File: config.mk
export PLATFORM = sky130hd
export DESIGN_NAME = counter_timer_arbiter
export DESIGN_NICKNAME = d
export VERILOG_FILES = /design/src/rtl/counter_timer_arbiter.sv
export SDC_FILE = /design/constraint.sdc
export NUM_CORES = 1
export LEC_CHECK = 0
export CAP_MARGIN = 25
export CORE_MARGIN = 1.5
export CORE_UTILIZATION = 35
export DETAILED_ROUTE_END_ITERATION = 8
export PLACE_DENSITY = 0.69
export RECOVER_POWER = 100
export SETUP_SLACK_MARGIN = 0.05
export SYNTH_ARGS = -nofsm -noshare
export SYNTH_HDL_FRONTEND = slang
export SYNTH_SLANG_ARGS = --single-unit
File: constraint.sdc
create_clock -name clk -period 1.8 [get_ports clk]
set_input_delay 0.36 -clock clk [delete_from_list [all_inputs] [get_ports clk]]
set_output_delay 0.36 -clock clk [all_outputs]
set_load 0.02 [all_outputs]
File: src/rtl/counter_timer_arbiter.sv
// Purpose : shares one external WIDTH-bit loadable up-counter between two interval
//           requesters; round-robin grant, load TERM-dur, count to TERM, pulse done.
// Latency : req sampled at edge k -> LOAD k+1, COUNT dur+1 cycles, done during cycle k+dur+3.
// Backpr. : a waiting requester simply holds req high; nothing ever preempts a running interval.
//
// Ports:
//   clk, reset        rising-edge clock, synchronous active-high reset
//   req[1:0]          level requests, held until the matching done pulse
//   dur0, dur1        interval length (counts) per requester, sampled at grant
//   Q                 current value of the external counter
//   enb, modo, data   counter controls (modo=1 load data, modo=0 count up)
//   grant[1:0]        one-hot current owner, 0 when idle
//   done[1:0]         one-cycle end-of-interval pulse to the owner
//   busy              high whenever the FSM is not idle
//
// Optional build macro TIMER_ARB_ABORT_EN: the owner dropping req during LOAD or
// COUNT abandons the interval (no done) and passes priority to the other side.
module counter_timer_arbiter #(
    parameter int   WIDTH   = 4,
    parameter logic RR_INIT = 1'b0
) (
    input  logic             clk,
    input  logic             reset,
    input  logic [1:0]       req,
    input  logic [WIDTH-1:0] dur0,
    input  logic [WIDTH-1:0] dur1,
    input  logic [WIDTH-1:0] Q,
    output logic             enb,
    output logic             modo,
    output logic [WIDTH-1:0] data,
    output logic [1:0]       grant,
    output logic [1:0]       done,
    output logic             busy
);

    localparam logic [WIDTH-1:0] TERM = '1;

    typedef enum logic [1:0] {
        S_IDLE  = 2'd0,
        S_LOAD  = 2'd1,
        S_COUNT = 2'd2,
        S_DONE  = 2'd3
    } state_t;

    state_t           state_q, state_d;
    logic [1:0]       grant_q, grant_d;
    logic [1:0]       done_q,  done_d;
    logic             busy_q,  busy_d;
    logic             enb_q,   enb_d;
    logic             modo_q,  modo_d;
    logic [WIDTH-1:0] data_q,  data_d;
    logic             prio_q,  prio_d;   // index of the requester that wins a tie

    logic             pick;
    logic [WIDTH-1:0] dur_sel;
    logic             at_term;
`ifdef TIMER_ARB_ABORT_EN
    logic             owner_req;
`endif

    always_comb begin
        // Single requester wins outright; a tie goes to the priority holder.
        pick = prio_q;
        if (req == 2'b01) begin
            pick = 1'b0;
        end else if (req == 2'b10) begin
            pick = 1'b1;
        end
        dur_sel = pick ? dur1 : dur0;
        at_term = (Q == TERM);
`ifdef TIMER_ARB_ABORT_EN
        owner_req = |(req & grant_q);
`endif

        state_d = state_q;
        grant_d = grant_q;
        done_d  = 2'b00;
        enb_d   = 1'b0;
        modo_d  = 1'b0;
        data_d  = data_q;
        prio_d  = prio_q;

        case (state_q)
            S_IDLE: begin
                if (req != 2'b00) begin
                    state_d = S_LOAD;
                    grant_d = pick ? 2'b10 : 2'b01;
                    enb_d   = 1'b1;
                    modo_d  = 1'b1;
                    // Loading TERM-dur makes the counter reach TERM after dur increments.
                    data_d  = TERM - dur_sel;
                end
            end
            S_LOAD: begin
                state_d = S_COUNT;
`ifdef TIMER_ARB_ABORT_EN
                if (!owner_req) begin
                    state_d = S_IDLE;
                    grant_d = 2'b00;
                    prio_d  = grant_q[0];
                end
`endif
            end
            S_COUNT: begin
                if (at_term) begin
                    state_d = S_DONE;
                    done_d  = grant_q;
                end
`ifdef TIMER_ARB_ABORT_EN
                if (!owner_req) begin
                    state_d = S_IDLE;
                    grant_d = 2'b00;
                    done_d  = 2'b00;
                    prio_d  = grant_q[0];
                end
`endif
            end
            S_DONE: begin
                state_d = S_IDLE;
                grant_d = 2'b00;
                // Owner 0 hands priority to 1 and vice versa.
                prio_d  = grant_q[0];
            end
            default: begin
                state_d = S_IDLE;
                grant_d = 2'b00;
            end
        endcase

        busy_d = (state_d != S_IDLE);
    end

    always_ff @(posedge clk) begin
        if (reset) begin
            state_q <= S_IDLE;
            grant_q <= 2'b00;
            done_q  <= 2'b00;
            busy_q  <= 1'b0;
            enb_q   <= 1'b0;
            modo_q  <= 1'b0;
            data_q  <= '0;
            prio_q  <= RR_INIT;
        end else begin
            state_q <= state_d;
            grant_q <= grant_d;
            done_q  <= done_d;
            busy_q  <= busy_d;
            enb_q   <= enb_d;
            modo_q  <= modo_d;
            data_q  <= data_d;
            prio_q  <= prio_d;
        end
    end

    // In COUNT the enable must drop in the very cycle Q hits TERM so the counter
    // parks there instead of wrapping; everywhere else enb is the registered value.
    assign enb   = (state_q == S_COUNT) ? ~at_term : enb_q;
    assign modo  = modo_q;
    assign data  = data_q;
    assign grant = grant_q;
    assign done  = done_q;
    assign busy  = busy_q;

endmodule

-- Word level (Yosys, flattened, before mapping)
Index checks and enable logic that the tools add are counted.
- register bits: 13
- output and inout bits: 11
- bits of input ports: 16
- multiplexer cells: 11
- reduce and logical (&&, ||, !) cells: 8
- equality and inequality tests: 7
- bitwise operators: 3
- $add $sub $neg: 1
- operators by type and width (kind ; count):
    2-bit 2-to-1 mux ; 4
    2-bit case mux with 4 select lines ; 1
    2-bit equality test, second input constant ; 3
    2-bit nonzero test ; 3
    2-bit by 1-bit equality test with 1-bit output, second input constant ; 2
    4-bit equality test, second input constant ; 1
    1-bit 2-to-1 mux ; 4
    4-bit 2-to-1 mux ; 1
    2-bit case mux with 2 select lines ; 1
    2-bit AND reduction ; 2
    4-bit subtractor, first input constant ; 1
    1-bit NOT ; 3
    3-bit OR reduction ; 1
    2-bit logical NOT ; 1
    2-bit inequality test, second input constant ; 1
    2-bit OR reduction ; 1

-- Logic depth before layout (Yosys ltp)
Gate-level depths: netlist of run 1.
- depth in word-level cells: 6
- depth in mapped cells: 5
- mapped depth without buffers: 5

-- Worst setup path after synthesis of run 1
OpenSTA, ideal clock, no wires.
- kind: register to output
- start: register state_q[0]
- end: output port enb
- path buffers: 0
- arrival time: 1.183 ns
- data required time: 1.440 ns
- setup slack: 0.257 ns
- cell stages (with the launch flop): 6
- cell sequence: dfxtp_1 inv_1 ha_1 and3_4 nand3_4 o21a_1
- word-level cells in the longest chain between the ends: 2
- RTL lines (element ; RTL line ; text):
    start, declared ; 45 ; state_t state_q, state_d;
    start signal, assigned ; 144 ; state_q <= state_d;
    2-bit equality test ; 157 ; assign enb = (state_q == S_COUNT) ? ~at_term : enb_q;
    1-bit 2-to-1 mux ; 157 ;
    end, declared ; 28 ; output logic enb,
No other way between the ends.

-- Worst setup path in the final report of run 1
- start: register grant_q[0] (netlist: grant[0])
- end: output port grant[0]
- RTL lines (element ; RTL line ; text):
    start, declared ; 46 ; logic [1:0] grant_q, grant_d;
    start signal, assigned ; 145 ; grant_q <= grant_d;
    end, declared ; 31 ; output logic [1:0] grant,
No word-level cell between the ends.

==> results of run 1 <==
[tightest hold or removal path, stage by stage, from the launching register on]
cell     delay, ps
dfxtp_1        320
nand3_1         60
a21oi_1         50
[placed cells by master (no fill, tap or decap), types with 3 or more instances in the layout]
master            n
nand3_1           3
clkbuf_4          4
clkbuf_1          3
dfxtp_1          13
dlygate4sd3_1    10
buf_4             4
o221ai_1          4
ha_1              3
nand3b_1          4
nor2_1            5
clkdlybuf4s50_1  15
[cell usage after synthesis]
| cell type | instances | area [µm²] |
|---|---|---|
| dfxtp_1 | 13 | 260 |
| nor2_1 | 5 | 18.8 |
| ha_1 | 4 | 50.1 |
| nand3b_1 | 4 | 30.0 |
| o221ai_1 | 4 | 35.0 |
| inv_1 | 3 | 11.3 |
| nand3_1 | 3 | 15.0 |
| nand2b_1 | 2 | 12.5 |
| nor2b_1 | 2 | 12.5 |
| nor3b_1 | 2 | 15.0 |
| o21a_1 | 2 | 15.0 |
| a2111oi_2 | 1 | 15.0 |
| a211oi_1 | 1 | 7.51 |
| a21boi_1 | 1 | 7.51 |
| a21oi_1 | 1 | 5.00 |
| a221oi_2 | 1 | 15.0 |
| a32oi_1 | 1 | 8.76 |
| and3_4 | 1 | 11.3 |
| buf_2 | 1 | 5.00 |
| mux2i_1 | 1 | 10.0 |
| nand2_1 | 1 | 3.75 |
| nand3_4 | 1 | 17.5 |
| nor4b_2 | 1 | 15.0 |
| o21ai_2 | 1 | 8.76 |
[metal layers]
layer  routed length, µm  vias to the layer above  track usage
li1                    -                      284            -
met1                 588                      256        0.199
met2                 671                       17        0.217
met3                  82                        0       0.0857
met4                   0                        0       0.0364
met5                   0                        -            0
[power by group through the flow]
stage               Combinational (µW)  Sequential (µW)  Clock (µW)
floorplan                          340              482           0
global placement                   698              410           0
detailed placement                 701              413           0
CTS                                692              406         181
global route                       707              418         201
finish                             652              409         175
[what timing repair did]
| action | in CTS | in global routing |
|---|---|---|
| endpoints found under the hold margin | 0 | 0 |
| gates resized for setup | 4 | 5 |
| setup endpoints to repair | 1 | 1 |
[through the flow]
| stage | std cells | utilization | setup TNS (ps) | worst slack, ps |
|---|---|---|---|---|
| after floorplan | 57 | - | 0 | 257 |
| after global placement | 104 | 0.594 | -275 | -275 |
| after detailed placement | 104 | 0.594 | -284 | -284 |
| after CTS | 108 | 0.608 | 0 | 57.7 |
| after global routing | 108 | 0.601 | 0 | 37.4 |
| final | 108 | 0.601 | 0 | 89.2 |
[worst paths after layout]
path                                            start  depth (start not counted)                     to  slack, ps
worst max-delay path            grant[0]$_SDFFE_PP0P_                          1               grant[0]         90
worst min-delay path            grant[1]$_SDFFE_PP0P_                          2  grant[1]$_SDFFE_PP0P_        480
worst max register to register  state_q[1]$_SDFF_PP0_                          5  state_q[0]$_SDFF_PP0_        300
worst min register to register  grant[1]$_SDFFE_PP0P_                          2  grant[1]$_SDFFE_PP0P_        480
[sequential cells by signal (all words and copies together) (netlist names)]
name     count
data         4
grant        2
modo         1
prio_q       1
busy         1
state_q      2
done         2
[cells by family after synthesis]
logic type	Yosys count	synth area share
AOI/OAI and AO/OA	13	0.194
adders and majority gates	4	0.0826
buffers and inverters	4	0.0269
DFF	13	0.430
muxes	1	0.0165
and+or+nand+nor	22	0.250
[layout make-up]
cell class | count | share of cell area
clock buffers | 4 | 0.0280
inverters | 3 | 0.0120
multi-input cells | 40 | 0.346
flip-flops and latches | 13 | 0.278
well taps | 16 | 0.0214
repair buffers | 32 | 0.315
==> summary.txt, run 1 <==
Slowest cell on crit path = dlygate4sd3_1
P&R area growth vs syn = 54.8%
Die W = 44.6 µm
Slew Limit Headroom = 0.645
CTS sink count = 13
First-pass GRT wire length = 2170 µm
CTS tree = built
Port bufs = 26
IO Count = 27
CP cell instances = dlygate4sd3_1
1st-iter DRT viols = 10
Area occupied by multi-input gates = 324 µm²
Total GRT Usage = 0.153
Hold_buf cts = 0
Peak supply drop = 858 µV
Internal power = 764 µW
Routed Antenna Nets = 0
First-pass detailed-route iteration total = 6
Final setup skew = 0.252 ps
Top delay family on crit path = buffers and inverters
Inserted Clock Buffers = 3
Placed Area = 926 µm²
Yosys warns = 0
Root buffer cell = clkbuf_4
Final hold violation count = 0
Period minus WS final = 1710 ps
Post-synthesis cell count = 57
H-tree level count = 1
Sequential power share = 0.331
Clk network pwr share = 0.142
Syn Nets = 77
Routed wire length = 1340 µm
LEAKAGE = 0.000374 µW
Grt ovf = 0
Crit path DAT = 1350 ps
PwrDens = 1320 nW/µm²
Buf/Inv on CP = 1
Worst-path clk slew = 70 ps
Routed length per instance = 12.4 µm
Syn Std Cell Area = 606 µm²
Largest net degree at the start of global routing = 13
CP Class = flop to primary output
Worst min path class = flop to flop
Initial core utilization = 0.388
CP Capture Type = primary output
Post-synthesis sequential area ratio = 0.430
Skew-Pair Late Insertion Delay = 270 ps
Synth unique cells = 24
Pins Over Slew Limit = 0
Worst-Margin Slew = 525 ps
Type of origin of the critical path = flop
Slowest stage delay, CP = 690 ps
Fin area = 937 µm²
DRC Markers = 1
Post-CTS Setup Inserts = 0
Tot Pwr = 1240 µW
Avg Cell Area, Syn = 10.6 µm²
Net Switching = 472 µW
Unrepaired setup endpoints after global routing = false
Routed vias = 557
Reg area = 260 µm²
Max Cap Violations = 0
GP Congestion = 0.776
Vias in the first global route = 507
Worst EP required = 1440 ps
Deepest clock path buffer count = 2
Hold_ws = 483 ps
Failing checks = DRC
CORE AREA = 1560 µm²
Die ar. = 1990 µm²
# rows = 14
Comb pwr share = 0.527
Fillers = 136
Crit path max fanout = 4
Flops & latches, synth = 13
Final period utilization = 0.950
Die height = 44.6 µm
Run status = complete, but fails checks
Diode count = 0
# setup viols final = 0
Initial antenna violation count = 0
Post-DP HPWL = 1100 µm
Fmax = 585 MHz
Layout cell share with drive strength beyond 1 = 0.141
Final net count = 113
Via density = 5.16
Sw Ratio = 0.382
Note: power is estimated with default switching activity, not from simulation.
==> run 2: changes to the inputs <==
--- a/config.mk
+++ b/config.mk
@@ -5,6 +5,7 @@
 export SDC_FILE = /design/constraint.sdc
 export NUM_CORES = 1
 export LEC_CHECK = 0
+export ABC_AREA = 0
 export CAP_MARGIN = 25
 export CORE_MARGIN = 1.5
 export CORE_UTILIZATION = 35
==> results of run 2 <==
No change in the layout: final DEF, timing and power equal those of run 1.
==> run 3: changes to the inputs <==
--- a/config.mk
+++ b/config.mk
@@ -11,7 +11,7 @@
 export CORE_UTILIZATION = 35
 export DETAILED_ROUTE_END_ITERATION = 8
 export PLACE_DENSITY = 0.69
-export RECOVER_POWER = 100
+export RECOVER_POWER = 25
 export SETUP_SLACK_MARGIN = 0.05
 export SYNTH_ARGS = -nofsm -noshare
 export SYNTH_HDL_FRONTEND = slang
==> run 3 against run 2 <==
  * The flow still finishes with violations (DRC)
  * Routed wire length up 0.82%
  * Global-route usage unchanged
  * Via count decreased by 0.54%
  * Die area unchanged
  * Design area grew 1.9%
  * Critical path depth is 4 higher
  * Clock skew grew 0.82 ps
  * Core utilization increased by 1.1 points
  * First-iteration DRC count grew 50%
  * Register-to-register slack hardly changed
==> summary.txt, run 3 (synthesized netlist as in run 1, its figures left out) <==
GP Congestion = 0.776
CP Class = primary input to primary output
Unrepaired setup endpoints after global routing = false
Worst EP required = 1440 ps
Diode count = 0
Routed length per instance = 12.5 µm
Crit path DAT = 1320 ps
Root buffer cell = clkbuf_4
Max Cap Violations = 0
# rows = 14
Critical Path Source = Q[1]
Grt ovf = 0
IO Count = 27
Most common cell after layout, fill and taps aside = clkdlybuf4s50_1
DRC Markers = 1
Initial core utilization = 0.388
Worst min path class = flop to flop
Vias in the first global route = 507
Slew Limit Headroom = 0.740
CTS tree = built
Slowest cell on crit path = clkdlybuf4s50_1
Initial antenna violation count = 0
H-tree level count = 1
CORE AREA = 1560 µm²
Fmax = 595 MHz
CP Capture Point = enb
Post-DP HPWL = 1100 µm
Skew-Pair Late Insertion Delay = 270 ps
Die ar. = 1990 µm²
Flop2flop setup slack = 290 ps
Layout Cells excl Fill = 108
CP Capture Type = primary output
Pins Over Slew Limit = 0
Routed Antenna Nets = 0
Via density = 5.13
PwrDens = 1350 nW/µm²
Port bufs = 26
Worst-path clk slew = 70 ps
Final setup skew = 1.07 ps
Depth of the worst hold-timing path = 2
# setup viols final = 0
Inserted Clock Buffers = 3
Layout cell share with drive strength beyond 1 = 0.174
1st-iter DRT viols = 15
Peak supply drop = 862 µV
Routed wire length = 1350 µm
End of the worst register-to-register path = data[1]$_SDFFE_PP0P_
First-pass detailed-route iteration total = 8
Deepest clock path buffer count = 2
CTS sink count = 13
Final hold violation count = 0
Largest net degree at the start of global routing = 13
Crit path max fanout = 2
Die height = 44.6 µm
Total GRT Usage = 0.153
First-pass GRT wire length = 2170 µm
Hold path startpoint = grant[1]$_SDFFE_PP0P_
Post-CTS Setup Inserts = 0
Final net count = 113
Die W = 44.6 µm
P&R area growth vs syn = 57.6%
Commonest cells after routing, fill and taps aside = clkdlybuf4s50_1, dfxtp_1, nor2_1
Hold_buf cts = 0
Max reg flops = 4
Reg-to-Reg Start = state_q[1]$_SDFF_PP0_
Worst-Margin Slew = 390 ps
Post-Place Cells = 104
Failing checks = DRC
Final period utilization = 0.934
Routed vias = 554
Run status = complete, but fails checks
Final TNS setup = 0 ps
R2R depth = 6
CP cell instances = clkdlybuf4s50_1, and3_4, nand3_4, o21a_1, buf_4
LEAKAGE = 0.000349 µW
Type of origin of the critical path = primary input
Period minus WS final = 1680 ps
Slowest stage delay, CP = 450 ps
==> run 3: changes by cell type in the layout (fill, tap and decap cells not counted), sizes merged <==
cell and delta:
dlygate4sd3 -10, clkdlybuf4s50 +10
==> run 3: stage by stage <==
stage                     utilization  total power (µW)  setup WS [ps]  instance area, µm²  hold WS [ps]
final                           0.612              1280            119                 955           486
after CTS                       0.608              1280           57.7                 947           487
after global routing            0.612              1370           70.2                 955           503
after floorplan                     -               822            257                 606           429
after global placement          0.594              1110           -275                 926           465
after detailed placement        0.594              1110           -284                 926           474
==> run 3: layout make-up <==
class                      instances  area (µm²)
inverter                           3        11.3
multi-input combinational         40         342
fill                             132         604
tap                               16        20.0
clock buffer                       4        26.3
timing repair buffer              32         295
sequential                        13         260
==> run 3: routing by layer <==
metal / global-route usage / routed length (µm) / vias up
li1: - / - / 284
met1: 0.199 / 607 / 256
met2: 0.217 / 665 / 14
met3: 0.0857 / 79 / 0
met4: 0.0364 / 0 / 0
met5: 0 / 0 / -
==> run 3: repair_timing <==
action | 4_1_cts | 5_1_grt
endpoints found under the setup margin | 1 | 1
resized for setup | 4 | 5
pin swaps | 0 | 0
==> run 3: worst min path at each step <==
stage                       endpoint
2_1_floorplan  state_q[0]$_SDFF_PP0_
3_3_place_gp   grant[1]$_SDFFE_PP0P_
3_5_place_dp   grant[1]$_SDFFE_PP0P_
4_1_cts        grant[1]$_SDFFE_PP0P_
5_1_grt        grant[1]$_SDFFE_PP0P_
6_report       grant[1]$_SDFFE_PP0P_
==> run 3: worst max-delay path, delay by kind of cell <==
kind | cells | cell delay (ps)
compound gates | 1 | 100
buf+inv | 2 | 600
simple gates | 2 | 260
==> run 3: where the power goes <==
part / switching (µW) / total (µW) / leakage [µW] / internal, µW
clock: 88.2 / 174 / 0.0000150 / 85.9
sequential: 46.4 / 412 / 0.000107 / 365
combinational: 350 / 699 / 0.000227 / 348
total: 485 / 1280 / 0.000349 / 799
